<file path="src/rtl/shift_reg_pkg.sv">
// Shared definitions for the serial shift-register drivers: FSM encodings and
// the chain-length helper (chain length is always a power of two).
package shift_reg_pkg;

  localparam logic [2:0] ST_IDLE_C   = 3'd0;
  localparam logic [2:0] ST_LOAD_C   = 3'd1;
  localparam logic [2:0] ST_SETTLE_C = 3'd2;
  localparam logic [2:0] ST_SAMPLE_C = 3'd3;
  localparam logic [2:0] ST_CLK_HI_C = 3'd4;
  localparam logic [2:0] ST_CLK_LO_C = 3'd5;
  localparam logic [2:0] ST_DONE_C   = 3'd6;

  typedef enum logic [2:0] {
    ST_IDLE   = ST_IDLE_C,
    ST_LOAD   = ST_LOAD_C,
    ST_SETTLE = ST_SETTLE_C,
    ST_SAMPLE = ST_SAMPLE_C,
    ST_CLK_HI = ST_CLK_HI_C,
    ST_CLK_LO = ST_CLK_LO_C,
    ST_DONE   = ST_DONE_C
  } state_t;

  function automatic int chain_len(input int data_width);
    return 1 << data_width;
  endfunction

endpackage

</file>
<file path="src/rtl/half_period_timer.sv">
// Phase timer: while enabled, o_expired pulses on the last of every
// HALF_PERIOD cycles and the count restarts, so back-to-back timed phases chain.
module half_period_timer #(
  parameter int HALF_PERIOD = 2
) (
  input  logic i_clk,
  input  logic i_reset_n,
  input  logic i_enable,
  output logic o_expired
);

  localparam int CW = (HALF_PERIOD > 1) ? $clog2(HALF_PERIOD) : 1;

  generate
    if (HALF_PERIOD < 1) begin : g_bad_half_period
      $error("half_period_timer: HALF_PERIOD must be >= 1");
    end
  endgenerate

  logic [CW-1:0] r_cnt;
  logic          w_at_end;

  assign w_at_end  = (r_cnt == CW'(HALF_PERIOD - 1));
  assign o_expired = i_enable && w_at_end;

  always_ff @(posedge i_clk) begin
    if (!i_reset_n || !i_enable || w_at_end) begin
      r_cnt <= '0;
    end else begin
      r_cnt <= r_cnt + 1'b1;
    end
  end

endmodule

</file>
<file path="src/rtl/shift_reg_input.sv">
// Reader for a 74HC165-style PISO chain: pulses load, then clocks out N bits
// (first bit into the MSB) and presents the captured word with a valid pulse.
module shift_reg_input
  import shift_reg_pkg::*;
#(
  parameter int DATA_WIDTH  = 4,
  parameter int HALF_PERIOD = 2
) (
  input  logic                        i_clk,
  input  logic                        i_reset_n,
  input  logic                        i_start,
  input  logic                        i_data_val,
  output logic                        o_load_n,
  output logic                        o_data_clock,
  output logic [(1<<DATA_WIDTH)-1:0]  o_value,
  output logic                        o_valid,
  output logic                        o_busy
);

  localparam int N  = chain_len(DATA_WIDTH);
  localparam int BW = DATA_WIDTH + 1;

  generate
    if (HALF_PERIOD < 1) begin : g_bad_half_period
      $error("shift_reg_input: HALF_PERIOD must be >= 1");
    end
    if (DATA_WIDTH < 1) begin : g_bad_data_width
      $error("shift_reg_input: DATA_WIDTH must be >= 1");
    end
  endgenerate

  state_t          r_state;
  // Only the first N-1 bits need storage; the last bit goes straight to o_value.
  logic [N-2:0]    r_shift;
  logic [BW-1:0]   r_bit_cnt;
  logic [N-1:0]    r_value;
  logic            r_load_n;
  logic            r_data_clock;
  logic            r_valid;
  logic            r_busy;

  logic            w_timer_en;
  logic            w_expired;
  logic [N-1:0]    w_shift_next;
  logic            w_last_bit;

  assign w_timer_en   = (r_state == ST_LOAD)   || (r_state == ST_SETTLE) ||
                        (r_state == ST_CLK_HI) || (r_state == ST_CLK_LO);
  assign w_shift_next = {r_shift, i_data_val};
  assign w_last_bit   = (r_bit_cnt == BW'(N - 1));

  half_period_timer #(
    .HALF_PERIOD (HALF_PERIOD)
  ) u_timer (
    .i_clk     (i_clk),
    .i_reset_n (i_reset_n),
    .i_enable  (w_timer_en),
    .o_expired (w_expired)
  );

  // Chain strobes are registered alongside the state so they never glitch.
  always_ff @(posedge i_clk) begin
    if (!i_reset_n) begin
      r_state      <= ST_IDLE;
      r_shift      <= '0;
      r_bit_cnt    <= '0;
      r_value      <= '0;
      r_load_n     <= 1'b1;
      r_data_clock <= 1'b0;
      r_valid      <= 1'b0;
      r_busy       <= 1'b0;
    end else begin
      r_valid <= 1'b0;
      case (r_state)
        ST_IDLE: begin
          if (i_start) begin
            r_state  <= ST_LOAD;
            r_load_n <= 1'b0;
            r_busy   <= 1'b1;
          end
        end
        ST_LOAD: begin
          r_bit_cnt <= '0;
          if (w_expired) begin
            r_state  <= ST_SETTLE;
            r_load_n <= 1'b1;
          end
        end
        ST_SETTLE: begin
          if (w_expired) r_state <= ST_SAMPLE;
        end
        ST_SAMPLE: begin
          r_shift   <= w_shift_next[N-2:0];
          r_bit_cnt <= r_bit_cnt + 1'b1;
          if (w_last_bit) begin
            r_state <= ST_DONE;
            r_value <= w_shift_next;
            r_valid <= 1'b1;
          end else begin
            r_state      <= ST_CLK_HI;
            r_data_clock <= 1'b1;
          end
        end
        ST_CLK_HI: begin
          if (w_expired) begin
            r_state      <= ST_CLK_LO;
            r_data_clock <= 1'b0;
          end
        end
        ST_CLK_LO: begin
          if (w_expired) r_state <= ST_SAMPLE;
        end
        ST_DONE: begin
          r_state <= ST_IDLE;
          r_busy  <= 1'b0;
        end
        default: begin
          r_state      <= ST_IDLE;
          r_load_n     <= 1'b1;
          r_data_clock <= 1'b0;
          r_busy       <= 1'b0;
        end
      endcase
    end
  end

  assign o_load_n     = r_load_n;
  assign o_data_clock = r_data_clock;
  assign o_value      = r_value;
  assign o_valid      = r_valid;
  assign o_busy       = r_busy;

endmodule

</file>
<file path="config.mk">
export PLATFORM = sky130hd
export DESIGN_NAME = shift_reg_input
export DESIGN_NICKNAME = d
export VERILOG_FILES = /design/src/rtl/shift_reg_pkg.sv /design/src/rtl/half_period_timer.sv /design/src/rtl/shift_reg_input.sv
export SDC_FILE = /design/constraint.sdc
export NUM_CORES = 1
export LEC_CHECK = 0
export BUFFER_PORTS_ARGS = -buffer_cell sky130_fd_sc_hd__clkbuf_2
export CAP_MARGIN = 30
export CORE_MARGIN = 2
export CORE_UTILIZATION = 59
export DETAILED_ROUTE_END_ITERATION = 12
export MAX_ROUTING_LAYER = met4
export PLACE_DENSITY = 0.82
export SLEW_MARGIN = 15
export SYNTH_ARGS = -nofsm -noshare
export SYNTH_HDL_FRONTEND = slang
export SYNTH_SLANG_ARGS = --single-unit
</file>
<file path="constraint.sdc">
create_clock -name i_clk -period 4.8 [get_ports i_clk]
set_input_delay 0.24 -clock i_clk [delete_from_list [all_inputs] [get_ports i_clk]]
set_output_delay 0.24 -clock i_clk [all_outputs]
set_load 0.03 [all_outputs]
</file>
==> out/summary.txt, run 1 <==
Core area: 2760 sq um
Status: finished clean
Final number of setup-violating endpoints: 0
Hold_sp: i_reset_n
CTS tree: done
Yosys cell types: 34
Rel. slew slack: 54.1%
Final setup margin: 2.93 ns
CP max stage delay: 0.57 ns
Die ar.: 3360 sq um
R2R Path End: o_value[12]
WL/cell: 12.9 um
Total wire length: 3.33 mm
Slew @ Worst Pin: 0.685 ns
Vias: 1412
Worst Hold Endpoint: o_load_n
PD cells: 346 nW/um^2
WS Path Type: reg -> reg
Commonest non-fill, non-tap cell in the layout: nand2_1
Syn_nets: 215
# diodes: 0
Layout area overhead: 10.4%
Clock transition at the registers of the reported paths: 0.13 ns
IO Count: 24
CTS max path bufs: 2
Final period util: 39.0%
Die X: 58.0 um
Crit-path cells: ha_1 > and3_1 > ha_1 > and4b_1 > nand2_1 > a21oi_1
Largest net degree at the start of global routing: 26
Worst endpoint required time: 5.09 ns
Max-cap violations: 0
VDD IR max: 0.370 mV
Syn. warnings: 0
Minimum clock period: 1.87 ns
Place WS: 2.97 ns
Row count: 19
Reg-to-Reg Start: r_bit_cnt[0]
R2r setup slk: 2.93 ns
Synth Area per Inst: 8.23 sq um
Mapped Area: 1720 sq um
Flop and latch count out of synthesis: 44
Fin. max-slew vios: 0
CTS sink count: 44
Congestion Overflow GR: 0
CP startpoint kind: register
DP Area: 1810 sq um
Port bufs: 23
Worst path slowest cell: and4b_1
FF+latch area: 881 sq um
H-tree depth: 2
Final clock skew: 0.0128 ns
DRC: 0
Max Fanout on Critical Path: 16
Most frequent CP cell: ha_1
Final Hold Viols: 0
Most frequent cells in the layout: nand2_1 (66), dfxtp_1 (44), a21oi_1 (37)
Register area share after synthesis: 51.2%
Area of the multi-input gates: 747 sq um
Hpwl dp: 2.27 mm
DR vias/cell: 5.47
Critical path data arrival time: 2.16 ns
Drt pass-1 iters: 5
Reg2Reg Depth: 6
Die Ht: 58.0 um
ANT nets after route: 0
P_leak: 0.721 nW
CTS-repair resized insts: 0
Setup TNS Final: 0 ns
CTS root buffer: clkbuf_4
Total power: 657 uW
Post-CTS Setup Bufs: 0
Global-route wire length before repair: 5.38 mm
WHS Path Cells: 2
Placer Congestion: 0.771
Net count, final: 232
Starting density of the core: 62.3%
F_max: 534 MHz
Drt initial violations: 50
Fin util: 68.8%
Type of the most critical hold path: in -> reg
Design area: 1900 sq um
Vias in the first global route: 1262
Type of destination of the critical path: register
Hold-fix buffers at CTS: 0
Cells after synthesis: 209
CTS buffer count: 5
Clk_lat worst skew: 0.37 ns
Fill cells: 222
Initial antenna violation count: 0
GRT Util Overall: 21.8%
Layout cell share with drive strength beyond 1: 15.9%
RSZ-0062 raised after global routing: no
Yosys cell counts:
cell type	count	area [sq um]
inv_1	2	7.51
and4b_1	1	10.0
a21oi_1	37	185
dfxtp_1	44	881
and2_1	1	6.26
buf_4	1	7.51
o211a_1	1	10.0
buf_6	2	22.5
nor3_1	1	5.00
nand3b_2	1	11.3
and3_1	1	6.26
clkbuf_1	4	15.0
or3_1	2	12.5
nand4b_1	1	8.76
o21ai_0	5	25.0
nor2_1	8	30.0
nand4b_2	1	15.0
a32oi_1	1	8.76
nand2_1	66	248
a22oi_1	1	7.51
buf_2	7	35.0
mux2_2	2	22.5
and3b_1	1	8.76
nor2b_1	2	12.5
nand3_1	3	15.0
mux2i_1	1	10.0
ha_1	2	25.0
nand4_1	1	6.26
clkinv_1	1	3.75
a31oi_1	1	6.26
xnor2_1	1	8.76
nor3b_1	2	15.0
nand3b_1	2	15.0
nand2b_1	2	12.5
logic make-up (layout without fill, tap and decap cells):
kind of cell / Yosys count / after routing / share of synthesized area [%]
AND/OR/NAND/NOR: 96 / 96 / 25.5
AO/OA/AOI/OAI: 46 / 46 / 14.1
flip-flops: 44 / 44 / 51.2
buffers and inverters: 17 / 35 / 5.31
multiplexers: 3 / 3 / 1.89
adder cells (fa/ha/maj): 2 / 2 / 1.46
XOR/XNOR: 1 / 1 / 0.510
worst max-delay path: cells and delay by family (launching register included):
| family | cells | cell delay (ns) |
|---|---|---|
| and+or+nand+nor | 3 | 0.85 |
| DFF | 1 | 0.39 |
| adders and majority gates | 2 | 0.39 |
| AOI/OAI and AO/OA | 1 | 0.15 |
routing by layer:
metal,GRT usage (%),routed length (um),share of wire (%)
met1,24.1,1390,42
met4,10.3,63,1.9
met2,36.9,1690,51
met5,-,0,0
met3,5.36,188,5.6
worst max path at each step:
stage                      start     endpoint  cells after the start
CTS                 r_bit_cnt[0]  o_value[12]                      6
global placement    r_bit_cnt[0]  o_value[13]                      6
detailed placement  r_bit_cnt[0]  o_value[12]                      6
floorplan           r_bit_cnt[0]   o_value[5]                      8
finish              r_bit_cnt[0]  o_value[12]                      6
global route        r_bit_cnt[0]   o_value[2]                      6
report_power, final:
part | switching, mW | internal (mW) | total, mW
clock | 0.123 | 0.125 | 0.248
sequential | 0.00822 | 0.369 | 0.378
combinational | 0.0199 | 0.0117 | 0.0315
total | 0.151 | 0.506 | 0.657
through the flow:
step           hold slack, ns  cells
4_1_cts                0.0628    258
6_report               0.0614    258
3_5_place_dp            0.444    250
2_1_floorplan           0.314    209
5_1_grt                0.0614    258
3_3_place_gp            0.439    249
sequential cells by signal (all words and copies together), names as in the netlist:
name           flops
o_valid            1
r_shift           15
u_timer.r_cnt      1
o_value           16
r_state            3
o_load_n           1
o_data_clock       1
o_busy             1
r_bit_cnt          5
layout make-up:
class                   instances  area share [%]
multi-input cells             148            39.4
repair buffers                 24            6.86
clock buffers                   6            2.70
well taps                      31            2.04
clock inverters                 2            2.04
flip-flops and latches         44            46.4
inverters                       3           0.593
Note: power is estimated with default switching activity, not from simulation.
==> run 2, diff against run 1 <==
CORE_UTILIZATION = 50   (was 59)
PLACE_DENSITY = 0.74   (was 0.82)
clock period = 1.7 ns   (was 4.8 ns; I/O delays follow)
==> run 2 against run 1 <==
Die area increased by 17%. Via count increased by 1.8%. Design area grew 6.2%. Hold slack worse by 0.025 ns. Highest routed layer unchanged.
==> out/summary.txt, run 2 (same netlist as run 1, synthesis figures left out) <==
Int Pwr: 1.44 mW (was 506 uW)
CP startpoint kind: register (unchanged)
Starting density of the core: 51.9% (was 62.3%)
Drt initial violations: 88 (was 50)
Total power: 1.85 mW (was 657 uW)
Gate power share: 5.6% (was 4.8%)
Slew @ Worst Pin: 0.421 ns (was 0.685 ns)
ANT nets after route: 0 (unchanged)
Congestion Overflow GR: 0 (unchanged)
Final number of setup-violating endpoints: 0 (unchanged)
Clk_lat worst skew: 0.36 ns (was 0.37 ns)
Switching Share: 22.2% (was 23.0%)
Minimum clock period: 1.56 ns (was 1.87 ns)
Final period util: 91.8% (was 39.0%)
WS Path Type: reg -> reg (unchanged)
Status: finished clean (unchanged)
Fin. max-slew vios: 0 (unchanged)
WL/cell: 11.4 um (was 12.9 um)
Placer Congestion: 0.816 (was 0.771)
DRC: 0 (unchanged)
Clock transition at the registers of the reported paths: 0.13 ns (about the same)
Global-route wire length before repair: 5.73 mm (was 5.38 mm)
Initial antenna violation count: 0 (unchanged)
DR vias/cell: 5.02 (was 5.47)
Post-CTS Setup Bufs: 0 (unchanged)
Seq pwr share: 57.3% (was 57.5%)
Commonest non-fill, non-tap cell in the layout: nand2_1 (unchanged)
Die ar.: 3920 sq um (was 3360 sq um)
Layout area overhead: 17.2% (was 10.4%)
Final clock skew: 0.0114 ns (was 0.0128 ns)
CTS max path bufs: 2 (unchanged)
Clock network power share: 37.0% (was 37.7%)
Switching pwr: 411 uW (was 151 uW)
Setup TNS Final: 0 ns (unchanged)
Row count: 21 (was 19)
Drt pass-1 iters: 4 (was 5)
RSZ-0062 raised after global routing: no (unchanged)
Most frequent cells in the layout: nand2_1 (66), dfxtp_1 (44), a21oi_1 (37) (unchanged)
GRT Util Overall: 19.0% (was 21.8%)
P_leak: 0.779 nW (was 0.721 nW)
Type of destination of the critical path: register (unchanged)
Largest net degree at the start of global routing: 43 (was 26)
Hpwl dp: 2.21 mm (was 2.27 mm)
VDD IR max: 0.491 mV (was 0.370 mV)
Die Ht: 62.6 um (was 58.0 um)
F_max: 641 MHz (was 534 MHz)
Die X: 62.6 um (was 58.0 um)
IO Count: 24 (unchanged)
Core area: 3310 sq um (was 2760 sq um)
# diodes: 0 (unchanged)
Vias in the first global route: 1308 (was 1262)
CTS buffer count: 5 (unchanged)
Vias: 1437 (was 1412)
Type of the most critical hold path: in -> reg (unchanged)
H-tree depth: 2 (unchanged)
Max FFs per register: 16 (unchanged)
Critical path data arrival time: 1.85 ns (was 2.16 ns)
CTS sink count: 44 (unchanged)
CTS tree: done (unchanged)
Final Hold Viols: 0 (unchanged)
Port bufs: 23 (unchanged)
Max-cap violations: 0 (unchanged)
Max Fanout on Critical Path: 9 (was 16)
Net count, final: 245 (was 232)
PD cells: 917 nW/um^2 (was 346 nW/um^2)
Total wire length: 3.25 mm (was 3.33 mm)
Rel. slew slack: 71.9% (was 54.1%)
Worst endpoint required time: 1.98 ns (was 5.09 ns)
CTS root buffer: clkbuf_4 (unchanged)
Layout cell share with drive strength beyond 1: 20.0% (was 15.9%)
## run 2: cell types whose count changed in the layout (fill, tap and decap cells not counted), sizes merged
cell	before	now
buf	1	12
dlygate4sd3	0	2
## run 2: power groups by stage
stage	logic (mW)	registers, mW	clock network (mW)
3_5_place_dp	0.101	1.08	0
6_report	0.104	1.06	0.684
5_1_grt	0.115	1.06	0.748
2_1_floorplan	0.0637	1.09	0
4_1_cts	0.104	1.06	0.699
3_3_place_gp	0.0993	1.08	0
## run 2: per-stage QoR
step | utilization [%] | area [sq um] | std cells | setup WS, ns | hold WS (ns)
4_1_cts | 60.8 | 2010 | 286 | 0.0766 | 0.0440
2_1_floorplan | - | 1720 | 209 | 0.107 | 0.159
3_3_place_gp | 57.4 | 1900 | 276 | -0.0225 | 0.291
6_report | 60.9 | 2020 | 286 | 0.139 | 0.0361
3_5_place_dp | 57.4 | 1900 | 276 | -0.0858 | 0.295
5_1_grt | 60.9 | 2020 | 286 | 0.0149 | 0.0325
## run 2: path summary, 6_finish.rpt
| kind | to | cells past startpoint | slack [ns] | start |
|---|---|---|---|---|
| hold / removal | o_busy | 3 | 0.04 | i_start |
| setup / recovery | o_value[0] | 8 | 0.14 | r_bit_cnt[0] |
| setup reg to reg | o_value[0] | 8 | 0.14 | r_bit_cnt[0] |
| hold reg to reg | o_value[14] | 2 | 0.46 | o_value[14] |
## run 2: worst max-delay path, stage by stage (launching register included)
cell	delay [ns]
dfxtp_1	0.33
ha_1	0.21
and3_1	0.19
ha_1	0.18
buf_4	0.14
nand4b_2	0.09
buf_4	0.16
nand2_1	0.06
a21oi_1	0.14
## run 2: cell type report
| cell class | instances | area (sq um) |
|---|---|---|
| Fill cell | 320 | 1290 |
| Clock buffer | 6 | 51.3 |
| Tap cell | 46 | 57.6 |
| Inverter | 3 | 11.3 |
| Clock inverter | 2 | 38.8 |
| Sequential cell | 44 | 881 |
| Timing Repair Buffer | 37 | 225 |
| Multi-Input combinational cell | 148 | 751 |
## run 2: per-layer routing
metal  up-vias  part of all wire, %  GRT usage, %
met5         -                    0             -
met4         0                 0.65          6.67
met3         2                  4.9          6.67
met2        35                   47          29.7
met1       645                   47          22.9
li1        755                    -             -
## run 2: what timing repair did
| action | 4_1_cts | 5_1_grt |
|---|---|---|
| hold buffers | 2 | 0 |
| endpoints found under the hold margin | 4 | 0 |
| endpoints found under the setup margin | 16 | 14 |
| gates resized for setup | 1 | 1 |
